### src/rtl/fifo_rd_arb_pkg.sv
// fifo_rd_arb_pkg: shared types and helpers for the FIFO read-port arbiter.
//
// Contents:
//   arb_state_e  - arbiter FSM state (StIdle, StXfer)
//   IdxWDefault  - requester index width for the default 4-requester build
//   idx_width()  - requester index width for a given requester count
//   burst_beats()- burst length field to beat count (0 encodes 2^burst_w beats)

package fifo_rd_arb_pkg;

    typedef enum logic {
        StIdle = 1'b0,
        StXfer = 1'b1
    } arb_state_e;

    localparam int unsigned NReqDefault = 4;
    localparam int unsigned IdxWDefault = $clog2(NReqDefault);

    // Index width; never below one bit so single-bit vectors stay legal.
    function automatic int unsigned idx_width(input int unsigned n_req);
        return (n_req > 1) ? $clog2(n_req) : 1;
    endfunction

    // A zero length field means the longest burst the field can describe.
    function automatic int unsigned burst_beats(input int unsigned len,
                                                input int unsigned burst_w);
        return (len == 0) ? (32'd1 << burst_w) : len;
    endfunction

endpackage

### src/rtl/fifo_rd_arbiter_if.sv
// fifo_rd_arbiter_if: bundles the FIFO read side and the consumer-facing
// signals of the read-port arbiter.
//
// Signals:
//   req       - per-requester request level, held for the whole burst
//   req_len   - packed burst lengths, slice i belongs to req[i]
//   rempty    - FIFO empty flag
//   rdata     - FIFO head word, valid whenever rempty=0
//   rinc      - FIFO pop strobe (combinational)
//   gnt       - registered one-hot grant
//   out_data  - registered popped word
//   out_valid - registered one-hot beat strobe
//   done      - one-cycle pulse when a burst completes or aborts
//   tmo       - one-cycle pulse on timeout abort
//
// Modports:
//   master - the arbiter
//   slave  - the FIFO plus consumers (environment side)

interface fifo_rd_arbiter_if #(
    parameter int unsigned N_REQ   = 4,
    parameter int unsigned DWIDTH  = 8,
    parameter int unsigned BURST_W = 4
);

    logic [N_REQ-1:0]         req;
    logic [N_REQ*BURST_W-1:0] req_len;
    logic                     rempty;
    logic [DWIDTH-1:0]        rdata;
    logic                     rinc;
    logic [N_REQ-1:0]         gnt;
    logic [DWIDTH-1:0]        out_data;
    logic [N_REQ-1:0]         out_valid;
    logic [N_REQ-1:0]         done;
    logic                     tmo;

    modport master (
        input  req, req_len, rempty, rdata,
        output rinc, gnt, out_data, out_valid, done, tmo
    );

    modport slave (
        output req, req_len, rempty, rdata,
        input  rinc, gnt, out_data, out_valid, done, tmo
    );

endinterface

### src/rtl/fifo_rd_arbiter_rr_pick.sv
// rr_pick: combinational round-robin selector.
//
// Ports:
//   req_i         - request vector
//   last_winner_i - index of the previous completed winner
//   winner_o      - first requester found scanning upward from last_winner_i+1,
//                   wrapping at N_REQ-1 (holds last_winner_i when no request)
//   any_req_o     - at least one request bit is set

module rr_pick
    import fifo_rd_arb_pkg::*;
#(
    parameter int unsigned N_REQ = 4,
    localparam int unsigned IdxW = idx_width(N_REQ)
) (
    input  logic [N_REQ-1:0] req_i,
    input  logic [IdxW-1:0]  last_winner_i,
    output logic [IdxW-1:0]  winner_o,
    output logic             any_req_o
);

    assign any_req_o = |req_i;

    always_comb begin
        int unsigned       off;
        int unsigned       cand;
        logic [IdxW-1:0]   cand_idx;
        winner_o = last_winner_i;
        off      = 0;
        cand     = 0;
        cand_idx = '0;
        // Walk from the farthest candidate to the nearest so that the nearest
        // requester after last_winner overwrites any farther one.
        for (int unsigned k = 0; k < N_REQ; k++) begin
            off  = N_REQ - k;
            cand = 32'(last_winner_i) + off;
            if (cand >= N_REQ) begin
                cand = cand - N_REQ;
            end
            cand_idx = IdxW'(cand);
            if (req_i[cand_idx]) begin
                winner_o = cand_idx;
            end
        end
    end

endmodule

### src/rtl/fifo_rd_arbiter.sv
// fifo_rd_arbiter: round-robin arbiter sharing the read side of an async FIFO
// among N_REQ consumers in the read clock domain.
//
// One consumer is granted at a time for a burst of up to 2^BURST_W words. Words
// are popped only while the FIFO is non-empty and steered to the granted
// consumer. A burst ends when its last word is popped or when the owner drops
// its request; either way done[winner] pulses for one cycle and gnt clears.
//
// Ports:
//   clk - read-domain clock
//   rst - synchronous, active-high reset
//   bus - fifo_rd_arbiter_if.master (FIFO read side + consumer outputs)
//
// Build option:
//   FIFO_RD_ARB_TIMEOUT_EN - when defined, a burst that sees TIMEOUT consecutive
//   empty cycles aborts and pulses tmo together with done. When undefined the
//   burst waits for data indefinitely and tmo is tied low.

module fifo_rd_arbiter
    import fifo_rd_arb_pkg::*;
#(
    parameter int unsigned N_REQ   = 4,
    parameter int unsigned DWIDTH  = 8,
    parameter int unsigned BURST_W = 4,
    parameter int unsigned TIMEOUT = 16
) (
    input logic                clk,
    input logic                rst,
    fifo_rd_arbiter_if.master  bus
);

    localparam int unsigned IdxW = idx_width(N_REQ);
    localparam int unsigned RemW = BURST_W + 1;

    arb_state_e        state_q, state_d;
    logic [IdxW-1:0]   winner_q, winner_d;
    logic [IdxW-1:0]   last_q, last_d;
    logic [RemW-1:0]   rem_q, rem_d;

    logic [N_REQ-1:0]  gnt_q, gnt_d;
    logic [N_REQ-1:0]  ov_q, ov_d;
    logic [N_REQ-1:0]  done_q, done_d;
    logic [DWIDTH-1:0] od_q, od_d;
    logic              tmo_q, tmo_d;

    logic [IdxW-1:0]    pick;
    logic               any_req;
    logic [BURST_W-1:0] pick_len;
    logic               win_req;
    logic               rinc;
    logic               burst_end;
    logic               tmo_hit;

    rr_pick #(
        .N_REQ (N_REQ)
    ) u_rr_pick (
        .req_i         (bus.req),
        .last_winner_i (last_q),
        .winner_o      (pick),
        .any_req_o     (any_req)
    );

    // Length field of the round-robin candidate.
    always_comb begin
        pick_len = '0;
        for (int unsigned i = 0; i < N_REQ; i++) begin
            if (IdxW'(i) == pick) begin
                pick_len = bus.req_len[i*BURST_W +: BURST_W];
            end
        end
    end

    assign win_req = bus.req[winner_q];

    // Pop strobe: only in a live burst with data present, so the FIFO never
    // underflows and an abort cycle (owner request low) never pops.
    assign rinc = (state_q == StXfer) && !bus.rempty && win_req;

`ifdef FIFO_RD_ARB_TIMEOUT_EN
    localparam int unsigned CntW = $clog2(TIMEOUT + 1);

    logic [CntW-1:0] cnt_q, cnt_d;

    // Counts consecutive empty cycles of a live burst; any pop restarts it.
    always_comb begin
        cnt_d   = cnt_q;
        tmo_hit = 1'b0;
        if (state_q == StXfer) begin
            if (rinc) begin
                cnt_d = '0;
            end else if (win_req) begin
                if (cnt_q == CntW'(TIMEOUT - 1)) begin
                    tmo_hit = 1'b1;
                    cnt_d   = '0;
                end else begin
                    cnt_d = cnt_q + 1'b1;
                end
            end
        end else begin
            cnt_d = '0;
        end
    end

    always_ff @(posedge clk) begin
        if (rst) begin
            cnt_q <= '0;
        end else begin
            cnt_q <= cnt_d;
        end
    end
`else
    logic timeout_unused;

    assign tmo_hit        = 1'b0;
    assign timeout_unused = (TIMEOUT != 0);
`endif

    // State register.
    always_ff @(posedge clk) begin
        if (rst) begin
            state_q  <= StIdle;
            winner_q <= '0;
            last_q   <= IdxW'(N_REQ - 1);
            rem_q    <= '0;
        end else begin
            state_q  <= state_d;
            winner_q <= winner_d;
            last_q   <= last_d;
            rem_q    <= rem_d;
        end
    end

    // Next-state logic.
    always_comb begin
        state_d   = state_q;
        winner_d  = winner_q;
        last_d    = last_q;
        rem_d     = rem_q;
        burst_end = 1'b0;
        unique case (state_q)
            StIdle: begin
                if (any_req) begin
                    state_d  = StXfer;
                    winner_d = pick;
                    rem_d    = RemW'(burst_beats(32'(pick_len), BURST_W));
                end
            end
            StXfer: begin
                if (!win_req || tmo_hit) begin
                    // Abort: round-robin pointer only advances on completion.
                    state_d   = StIdle;
                    burst_end = 1'b1;
                end else if (rinc) begin
                    rem_d = rem_q - 1'b1;
                    if (rem_q == RemW'(1)) begin
                        state_d   = StIdle;
                        last_d    = winner_q;
                        burst_end = 1'b1;
                    end
                end
            end
            default: begin
                state_d = StIdle;
            end
        endcase
    end

    // Output logic: next values of the registered outputs.
    always_comb begin
        gnt_d = '0;
        if (state_d == StXfer) begin
            gnt_d[winner_d] = 1'b1;
        end

        ov_d = '0;
        od_d = od_q;
        if (rinc) begin
            ov_d[winner_q] = 1'b1;
            od_d           = bus.rdata;
        end

        done_d = '0;
        if (burst_end) begin
            done_d[winner_q] = 1'b1;
        end

        tmo_d = burst_end && tmo_hit;
    end

    always_ff @(posedge clk) begin
        if (rst) begin
            gnt_q  <= '0;
            ov_q   <= '0;
            done_q <= '0;
            od_q   <= '0;
            tmo_q  <= 1'b0;
        end else begin
            gnt_q  <= gnt_d;
            ov_q   <= ov_d;
            done_q <= done_d;
            od_q   <= od_d;
            tmo_q  <= tmo_d;
        end
    end

    assign bus.rinc      = rinc;
    assign bus.gnt       = gnt_q;
    assign bus.out_valid = ov_q;
    assign bus.out_data  = od_q;
    assign bus.done      = done_q;
    assign bus.tmo       = tmo_q;

endmodule

### src/flat_wrapper.sv
// flat-port wrapper written by rule: the top's interface ports become plain ports
module fifo_rd_arbiter_flat import fifo_rd_arb_pkg::*;
#(
    parameter int unsigned N_REQ   = 4,
    parameter int unsigned DWIDTH  = 8,
    parameter int unsigned BURST_W = 4,
    parameter int unsigned TIMEOUT = 16
)
  (clk, rst, bus_req, bus_req_len, bus_rempty, bus_rdata, bus_rinc, bus_gnt, bus_out_data, bus_out_valid, bus_done, bus_tmo);
  fifo_rd_arbiter_if #(.N_REQ(N_REQ), .DWIDTH(DWIDTH), .BURST_W(BURST_W)) bus_i ();
  input logic clk;
  input logic rst;
  input wire logic [$bits(bus_i.req)-1:0] bus_req;
  input wire logic [$bits(bus_i.req_len)-1:0] bus_req_len;
  input wire logic [$bits(bus_i.rempty)-1:0] bus_rempty;
  input wire logic [$bits(bus_i.rdata)-1:0] bus_rdata;
  output wire logic [$bits(bus_i.rinc)-1:0] bus_rinc;
  output wire logic [$bits(bus_i.gnt)-1:0] bus_gnt;
  output wire logic [$bits(bus_i.out_data)-1:0] bus_out_data;
  output wire logic [$bits(bus_i.out_valid)-1:0] bus_out_valid;
  output wire logic [$bits(bus_i.done)-1:0] bus_done;
  output wire logic [$bits(bus_i.tmo)-1:0] bus_tmo;
  assign bus_i.req = bus_req;
  assign bus_i.req_len = bus_req_len;
  assign bus_i.rempty = bus_rempty;
  assign bus_i.rdata = bus_rdata;
  assign bus_rinc = bus_i.rinc;
  assign bus_gnt = bus_i.gnt;
  assign bus_out_data = bus_i.out_data;
  assign bus_out_valid = bus_i.out_valid;
  assign bus_done = bus_i.done;
  assign bus_tmo = bus_i.tmo;
  fifo_rd_arbiter #(.N_REQ(N_REQ), .DWIDTH(DWIDTH), .BURST_W(BURST_W), .TIMEOUT(TIMEOUT)) u_core (.clk(clk), .rst(rst), .bus(bus_i));
endmodule
### config.mk
export PLATFORM = sky130hd
export DESIGN_NAME = fifo_rd_arbiter_flat
export DESIGN_NICKNAME = d
export VERILOG_FILES = /design/src/rtl/fifo_rd_arb_pkg.sv /design/src/rtl/fifo_rd_arbiter_if.sv /design/src/rtl/fifo_rd_arbiter_rr_pick.sv /design/src/rtl/fifo_rd_arbiter.sv /design/src/flat_wrapper.sv
export SDC_FILE = /design/constraint.sdc
export NUM_CORES = 1
export LEC_CHECK = 0
export ABC_AREA = 1
export BUFFER_PORTS_ARGS = -buffer_cell sky130_fd_sc_hd__buf_2
export CAP_MARGIN = 40
export CORE_MARGIN = 1
export CORE_UTILIZATION = 28
export CTS_BUF_LIST = sky130_fd_sc_hd__clkbuf_16
export CTS_CLUSTER_DIAMETER = 40
export DETAILED_ROUTE_END_ITERATION = 16
export MAX_ROUTING_LAYER = met4
export PLACE_DENSITY = 0.47
export SKIP_CTS_REPAIR_TIMING = 1
export SYNTH_ARGS = -nofsm -noshare
export SYNTH_HDL_FRONTEND = slang
export SYNTH_SLANG_ARGS = --single-unit
### constraint.sdc
create_clock -name clk -period 2.46 [get_ports clk]
set_input_delay 0.492 -clock clk [delete_from_list [all_inputs] [get_ports clk]]
set_output_delay 0.492 -clock clk [all_outputs]
set_load 0.005 [all_outputs]
# Yosys cells after proc, flatten, opt, wreduce, memory -nomap -nowiden
# Cells that the tools add are included.
# Widths: inputs -> output; s select.
[classes] reduce_logical=13 n_bitwise=4 magnitude_cmp=12 muxes=42 eq_ne=7 add_sub_neg=9
[ops] op="$mux 2" count=10
[ops] op="$mux 5" count=4
[ops] op="$lt 2x3->1 const B" count=6
[ops] op="$mux 4" count=4
[ops] op="$mux 1" count=15
[ops] op="$bmux 1 s2" count=5
[ops] op="$pmux 5 s2" count=1
[ops] op="$ge 3x3->1 const B" count=3
[ops] op="$sub 2x1->2 const B" count=4
[ops] op="$add 2x2->3 const B" count=2
[ops] op="$reduce_or 2->1" count=3
[ops] op="$eq 5x1->1 const B" count=1
[ops] op="$sub 5x1->5 const B" count=1
[ops] op="$add 2x3->4 const B" count=1
[ops] op="$demux 1 s2" count=2
[ops] op="$eq 2x2->1 const A" count=2
[ops] op="$ge 2x1->1 const B" count=2
[ops] op="$ge 4x3->1 const B" count=1
[ops] op="$logic_and 1x1->1" count=4
[ops] op="$logic_not 4->1" count=1
[ops] op="$ne 2x2->1 const B" count=2
[ops] op="$not 1->1" count=4
[ops] op="$reduce_and 4->1" count=1
[ops] op="$reduce_or 4->1" count=1
[ops] op="other kinds (7)" count=7
[totals] regBits=30 out_inout_bits=22 wordCells=95

# Logic depth before layout (Yosys ltp)
# Gate-level depths: netlist (run 1).
[logic_depth] ltp_word=18 depth_mapped=16 ltp_nobuf=16

# Hierarchy
# Synthesis (run 1) repeated with hierarchy kept, for this count alone.
[hier_totals] cells_unflattened=249 area_unflattened_um2=1595.3
[by_module_without_submodules] mod="fifo_rd_arbiter" seq_area_each_um2=600.6 instances=1 cells_each=206 area_per_inst_um2=1391.3
[by_module_without_submodules] mod="rr_pick" seq_area_each_um2=0.0 instances=1 cells_each=43 area_per_inst_um2=203.9

# Worst setup path after synthesis (run 1)
# No wires, ideal clock.
[synth_timing] path_kind="input -> register" from="input port bus_req[3]" to="register u_core.rem_q[4]" slack_ns=0.798 n_path_buf=1 arrival_ns=1.595 stages=15 cell_sequence="inv_1 -> nand2_1 -> nand3_2 -> nand2_2 -> inv_2 -> nand2_4 -> nand2_2 -> nand2_4 -> nand2_4 -> buf_12 -> nand3_1 -> nand4_2 -> nor2_1 -> nand2_1 -> a21oi_2"
[synth_via] elab_chain_cells=15 elab_cells_between_ends=32
[synth_rtl] item="start: declaration" line_no="flat_wrapper.sv:13" text="input wire logic [$bits(bus_i.req)-1:0] bus_req;"
[synth_rtl] item="$bmux 1 s2" line_no="fifo_rd_arbiter_rr_pick.sv:41" text="if (req_i[cand_idx]) begin"
[synth_rtl] item="$mux 1 (implied by the code)" line_no="fifo_rd_arbiter_rr_pick.sv:41"
[synth_rtl] item="$mux 2 (4 in a row)" line_no="fifo_rd_arbiter_rr_pick.sv:41"
[synth_rtl] item="$logic_not 2->1" line_no="fifo_rd_arbiter.sv:67" text="if (IdxW'(i) == pick) begin"
[synth_rtl] item="$mux 4 (4 in a row)" line_no="fifo_rd_arbiter.sv:67"
[synth_rtl] item="$logic_not 4->1" line_no="fifo_rd_arb_pkg.sv:27" text="return (len == 0) ? (32'd1 << burst_w) : len;"
[synth_rtl] item="$mux 5" line_no="fifo_rd_arb_pkg.sv:27"
[synth_rtl] item="$mux 5" line_no="fifo_rd_arbiter.sv:142" text="if (any_req) begin"
[synth_rtl] item="$pmux 5 s2" line_no="fifo_rd_arbiter.sv:140" text="unique case (state_q)"
[synth_rtl] item="end signal: assignment" line_no="fifo_rd_arbiter.sv:129" text="rem_q <= rem_d;"
[synth_rtl] item="end: declaration" line_no="fifo_rd_arbiter.sv:38" text="logic [RemW-1:0] rem_q, rem_d;"
# Parallel ways exist; a longest one is shown, timed or not. The select of a mux whose other input is x is not followed.
# A chain may end at the register's enable or synchronous reset.

# Final worst setup path (run 1)
[layout_timing] from="register u_core.winner_q[0]" to="output port bus_rinc"
[layout_via] elab_chain_cells=3
[layout_rtl] item="start: declaration" line_no="fifo_rd_arbiter.sv:36" text="logic [IdxW-1:0] winner_q, winner_d;"
[layout_rtl] item="start signal: assignment" line_no="fifo_rd_arbiter.sv:127" text="winner_q <= winner_d;"
[layout_rtl] item="$bmux 1 s2" line_no="fifo_rd_arbiter.sv:73" text="assign win_req = bus.req[winner_q];"
[layout_rtl] item="$mux 1 (implied by the code)" line_no="fifo_rd_arbiter.sv:73"
[layout_rtl] item="$logic_and 1x1->1" line_no="fifo_rd_arbiter.sv:77" text="assign rinc = (state_q == StXfer) && !bus.rempty && win_req;"
[layout_rtl] item="end: declaration" line_no="flat_wrapper.sv:17" text="output wire logic [$bits(bus_i.rinc)-1:0] bus_rinc;"
# Every way passes these cells. The select of a mux whose other input is x is not followed.

==> out/results.tsv, run 1 <==
stage	metric	value	unit
run_status	outcome	finished clean	
cells_and_area	final_cell_mix	51 x buf_2, 41 x nand2_1, 32 x nor2_1, 30 x dfxtp_1, 22 x inv_1	
critical_path	critPathMaxFanout	10	
global_route	grt_max_degree	19	
detailed_routing	drc	0	
clock_tree	cts_buffer_depth	2	
clock_tree	clock-root-buffer	clkbuf_16	
cells_and_area	fin_util	0.371	
clock_tree	clk_latency	0.27	ns
pwr	p_leak	0.00105	µW
timing	setup-tns-final	0	ns
timing	slew_headroom	0.661	
placement	dp_hpwl	2950	µm
global_route	grt_pass1_wl	6540	µm
timing	report.final.slew_viol_count	0	
cells_and_area	final_layout_size_suffix_gt1_frac	0.324	
detailed_routing	drtIter0Drc	48	
job	maxCapViolations	0	
timing	finClkSkew	0.00349	ns
detailed_routing	drtPass1Iterations	4	
synthesis	synthCells	220	
cells_and_area	diodes	0	
timing	tightest_slew	0.508	ns
detailed_routing	wl_per_cell	11.1	µm
detailed_routing	vias	1550	
synthesis	syn_area	1590	µm²
floorplan	start_util	0.289	
floorplan	die_h	77.5	µm
timing	post-route-period-util	0.834	
timing	min_period	2.05	ns
critical_path	critPathKind	flop to output port	
global_route	grtUsageTotal	0.139	
detailed_routing	final_antenna_net_count	0	
synthesis	synth_area_per_cell	7.25	µm²
clock_tree	htree_levels	2	
cells_and_area	multi_input_area	847	µm²
critical_path	required	1.97	ns
hold_path	hold_class	input port to flop	
global_route	first_global_vias	1506	
timing	hold_violations	0	
floorplan	die-area	6000	µm²
detailed_routing	routed_wl	3840	µm
synthesis	synth_nets	253	
detailed_routing	vias_per_cell	4.47	
placement	finalWeightedCongestion	0.756	
timing	max_freq	488	MHz
floorplan	io_pins	53	
cells_and_area	final_common_cell	buf_2	
pwr	power_density	695	nW/µm²
synthesis	ys_types	36	
placement	io_buffers	51	
cells_and_area	nets	307	
synthesis	synth-seq-cells	30	
timing	rsz0062_at_grt	false	
clock_tree	cts_sinks	30	
floorplan	rows	27	
clock_tree	clk_pin_slew	0.05	ns
clock_tree	cts_tree	done	
pwr	peakVddDrop	0.360	mV
synthesis	seq_area_frac_synth	0.377	
critical_path	crit_path_end_kind	output port	
placement	preCtsSetupSlack	0.494	ns
timing	finalSetupViolations	0	
global_route	antenna_found_initial	0	
critical_path	start_kind	flop	
critical_path	worst_ep_arrival_time	1.56	ns
floorplan	die_x	77.5	µm
synthesis	yosys_warnings	0	
cells_and_area	syn_to_final_growth	28.2	%
cells_and_area	seq_area	601	µm²
timing	setup_ws	0.409	ns
floorplan	core-area	5510	µm²
cells_and_area	fillCellCount	599	
clock_tree	cts_buffers	5	
global_route	overflow	0	
synthesized netlist by cell type:
master	instances	area share
buf_12	1	0.013
o31ai_1	1	0.0047
o211ai_2	1	0.0078
nand4_1	4	0.016
xor2_1	1	0.0055
nand4_2	1	0.0078
o31a_1	1	0.0055
o21a_1	1	0.0047
nand3_1	8	0.025
nand3_2	3	0.019
nor4_1	2	0.0078
nand2_4	3	0.021
dfxtp_1	30	0.38
nor2_1	32	0.075
inv_1	21	0.049
nor3_1	8	0.025
a21oi_1	9	0.028
nor3_2	1	0.0063
buf_4	1	0.0047
o21ai_1	2	0.0063
clkbuf_1	2	0.0047
buf_2	2	0.0063
inv_2	3	0.0071
conb_1	1	0.0024
nor2_2	3	0.012
nand3b_2	1	0.0071
nand2_1	41	0.097
a21oi_2	1	0.0055
ha_1	2	0.016
or2_1	1	0.0039
buf_6	1	0.0071
o21ai_4	1	0.010
o21ai_0	17	0.053
o211ai_1	2	0.0094
nand2_2	9	0.035
nor2_4	2	0.014
layout make-up:
| cell class | instances | share of cell area |
|---|---|---|
| flip-flops and latches | 30 | 0.294 |
| inverters | 24 | 0.0441 |
| repair buffers | 54 | 0.136 |
| clock inverters | 3 | 0.00612 |
| well taps | 72 | 0.0441 |
| multi-input cells | 159 | 0.415 |
| clock buffers | 5 | 0.0612 |
final timing paths:
path	from	endpoint	slack, ns	cells past startpoint
max	u_core.winner_q[0]$_SDFF_PP0_	bus_rinc	0.41	7
min	rst	u_core.winner_q[0]$_SDFF_PP0_	0.41	2
max reg2reg	u_core.winner_q[0]$_SDFF_PP0_	u_core.bus.done[1]$_SDFF_PP0_	0.57	10
min reg2reg	u_core.bus.out_data[4]$_SDFFE_PP0P_	u_core.bus.out_data[4]$_SDFFE_PP0P_	0.50	2
report_power, final:
part | total [µW] | leakage (µW) | switching [µW] | internal (µW)
clock network | 562 | 0.0000724 | 198 | 364
logic | 299 | 0.000735 | 180 | 119
registers | 560 | 0.000245 | 32.9 | 527
flip-flops by register name (all words and copies together), names as in the netlist:
name / flops
u_core.bus.done: 4
u_core.bus.gnt: 4
u_core.bus.out_data: 8
u_core.bus.out_valid: 4
u_core.last_q: 2
u_core.rem_q: 5
u_core.state_q: 1
u_core.winner_q: 2
metrics by stage:
stage	cells	area (µm²)	total power, µW	hold slack [ns]
CTS	347	2040	1440	0.401
finish	347	2040	1420	0.408
global route	347	2040	1510	0.417
detailed placement	339	1910	871	0.494
global placement	339	1910	873	0.493
floorplan	220	1590	783	0.486
critical path, cell delays in order, from the launching register on:
cell and delay, ns:
dfxtp_1 0.55, nand2_1 0.08, o21ai_0 0.09, nand2_1 0.06, o21ai_1 0.12, nand2_1 0.09, nor2_2 0.15, buf_2 0.16
routing by layer:
layer / routed length [µm] / GRT usage
met2: 1800 / 0.224
met5: 0 / -
met4: 42 / 0.0396
met3: 163 / 0.0318
met1: 1830 / 0.172
cells by family (layout without fill, tap and decap cells):
family	count (synthesis)	count (layout)	synth area share
simple gates	119	119	0.372
flops	30	30	0.377
fa+ha+maj	2	2	0.0157
other cells	1	1	0.00235
buf+inv	31	86	0.0918
compound gates	36	36	0.136
xor+xnor	1	1	0.00550
No activity file was read; power rests on OpenSTA's default activity.
==> run 2, diff against run 1 <==
clock period = 1.95 ns   (was 2.46 ns; I/O delays follow)
==> run 2 against run 1 <==
  * Register-to-register slack worse by 0.36 ns
  * Clock power is 28% higher
  * Power is 29% higher
  * Critical path depth is 1 higher
  * Critical endpoint unchanged
  * Largest cell class unchanged
  * First-iteration DRC count is 23% lower
  * Core utilization is 1.3 points higher
  * Via count is 0.13% lower
  * Combinational power is 35% higher
==> out/results.tsv, run 2 (synthesized netlist as in run 1, its figures left out) <==
stage	metric	value	unit	change
critical_path	critical_path_buf_inv_count	2		+1
floorplan	core-area	5510	µm²	unchanged
clock_tree	clk_pin_slew	0.05	ns	about the same
clock_tree	cts_sinks	30		unchanged
cells_and_area	final_cell_mix	51 x buf_2, 40 x nand2_1, 32 x nor2_1, 27 x dfxtp_1, 21 x inv_1		
detailed_routing	routed_wl	3800	µm	-0.86%
critical_path	critPathMostFrequentCell	nand2_1		
detailed_routing	vias	1548		-0.13%
detailed_routing	final_antenna_net_count	0		unchanged
clock_tree	htree_levels	2		unchanged
clock_tree	clk_latency	0.27	ns	about the same
run_status	outcome	finished clean		
critical_path	critPathMaxFanout	11		+1
placement	dp_hpwl	2880	µm	-2.6%
clock_tree	clock-root-buffer	clkbuf_16		
pwr	power_density	863	nW/µm²	+24%
floorplan	io_pins	53		unchanged
floorplan	die-area	6000	µm²	unchanged
critical_path	start_kind	flop		
timing	hold_violations	0		unchanged
cells_and_area	final_layout_size_suffix_gt1_frac	0.358		+0.0345
placement	finalWeightedCongestion	0.779		+3.1%
clock_tree	cts_tree	done		
pwr	p_clk_frac	0.395		about the same
timing	post-route-period-util	0.942		
cells_and_area	final_common_cell	buf_2		
timing	min_period	1.84	ns	
critical_path	path_depth	8		+1
critical_path	crit_path_top_delay_cell	dfxtp_2		
timing	max_freq	545	MHz	
critical_path	critPathKind	flop to output port		
pwr	pwr-share-comb	0.221		+0.010
global_route	first_global_vias	1445		-4.1%
clock_tree	cts_buffers	5		unchanged
clock_tree	cts_buffer_depth	2		unchanged
pwr	p_sw	531	µW	+29%
critical_path	reg2reg_depth	14		+4
critical_path	worst_ep_arrival_time	1.45	ns	-0.11 ns
pwr	p_sw_frac	0.291		+0.00185
job	maxCapViolations	0		unchanged
critical_path	cp_slowest_stage_delay	0.36	ns	-0.19 ns
detailed_routing	drtPass1Iterations	4		unchanged
timing	setup-tns-final	0	ns	unchanged
pwr	intPower	1300	µW	+28%
global_route	grt_max_degree	13		-6
critical_path	cp-startpoint	u_core.winner_q[0]$_SDFF_PP0_		
critical_path	cp-endpoint	bus_rinc		
detailed_routing	drtIter0Drc	37		-23%
pwr	total_power	1830	µW	+29%
detailed_routing	wl_per_cell	10.7	µm	-2.8%
timing	finalSetupViolations	0		unchanged
detailed_routing	drc	0		unchanged
critical_path	r2r-start	u_core.last_q[0]$_SDFFE_PP1P_		
detailed_routing	vias_per_cell	4.37		-2.1%
critical_path	crit_chain	nand2_1 -> o21ai_1 -> nand2_1 -> o21ai_1 -> nand2_1 -> nor2_2 -> buf_6 -> buf_2		
hold_path	hold_class	input port to flop		
cells_and_area	diodes	0		unchanged
global_route	grt_pass1_wl	6380	µm	-2.4%
floorplan	die_h	77.5	µm	unchanged
placement	io_buffers	51		unchanged
critical_path	crit_path_end_kind	output port		
cells_and_area	nets	314		+2.3%
pwr	peakVddDrop	0.566	mV	+57%
timing	rsz0062_at_grt	false		
global_route	overflow	0		unchanged
critical_path	cp_top_family	flip-flops		
critical_path	reg2reg_slack	0.21	ns	-0.36 ns
global_route	grtUsageTotal	0.136		-0.00224
timing	report.final.slew_viol_count	0		unchanged
floorplan	die_x	77.5	µm	unchanged
cells_and_area	syn_to_final_growth	32.8	%	
cells_and_area	largest_register_ff_count	8		unchanged
floorplan	start_util	0.289		unchanged
timing	finClkSkew	0.00497	ns	+0.00147 ns
pwr	p_leak	0.00108	µW	+2.8%
critical_path	r2r-end	u_core.rem_q[4]$_SDFFE_PP0P_		
critical_path	required	1.56	ns	-0.41 ns
pwr	seqPwrFrac	0.384		-0.010
floorplan	rows	27		unchanged
global_route	antenna_found_initial	0		unchanged
## run 2: cell types whose count changed in the layout (fill, tap and decap cells not counted), moves of 2 or more
| cell | before | now |
|---|---|---|
| buf_4 | 3 | 7 |
| buf_6 | 0 | 2 |
| dfxtp_1 | 30 | 27 |
| dfxtp_2 | 0 | 3 |
## run 2: worst min path at each step
stage	start	endpoint	slack (ns)	cells past startpoint
2_1_floorplan	rst	u_core.winner_q[0]$_SDFF_PP0_	0.46	1
3_3_place_gp	u_core.bus.out_data[2]$_SDFFE_PP0P_	u_core.bus.out_data[2]$_SDFFE_PP0P_	0.50	2
3_5_place_dp	u_core.last_q[0]$_SDFFE_PP1P_	u_core.last_q[0]$_SDFFE_PP1P_	0.49	2
4_1_cts	rst	u_core.winner_q[0]$_SDFF_PP0_	0.31	2
5_1_grt	rst	u_core.winner_q[1]$_SDFF_PP0_	0.32	2
6_report	rst	u_core.winner_q[0]$_SDFF_PP0_	0.31	2
## run 2: power by group through the flow
| stage | clock (µW) | combinational (µW) | sequential [µW] |
|---|---|---|---|
| final | 721 | 404 | 702 |
| after global routing | 772 | 463 | 709 |
| after CTS | 743 | 400 | 701 |
| after detailed placement | 0 | 398 | 712 |
| after global placement | 0 | 401 | 714 |
| after floorplan | 0 | 283 | 705 |
## run 2: metrics by stage
step,cell area (µm²),worst slack [ns],utilization,cells,hold slack (ns)
final,2120,0.113,0.384,354,0.312
after global routing,2120,0.00621,0.384,354,0.319
after CTS,2090,0.00527,0.380,353,0.310
after detailed placement,1950,0.115,0.354,345,0.490
after global placement,1950,0.0934,0.354,345,0.497
after floorplan,1590,0.369,-,220,0.462
## run 2: layer usage
metal | routed length (µm) | vias to the layer above | share of wire | global-route usage
met2 | 1770 | 26 | 0.46 | 0.216
met1 | 1880 | 683 | 0.49 | 0.174
met5 | 0 | - | 0 | -
li1 | - | 835 | - | -
met3 | 114 | 4 | 0.030 | 0.0247
met4 | 45 | 0 | 0.012 | 0.0453
## run 2: layout make-up
type | count | area [µm²]
inverter | 24 | 90.1
sequential | 30 | 604
fill | 591 | 3390
tap | 72 | 90.1
clock buffer | 5 | 125
clock inverter | 3 | 16.3
timing repair buffer | 60 | 330
multi-input combinational | 160 | 861
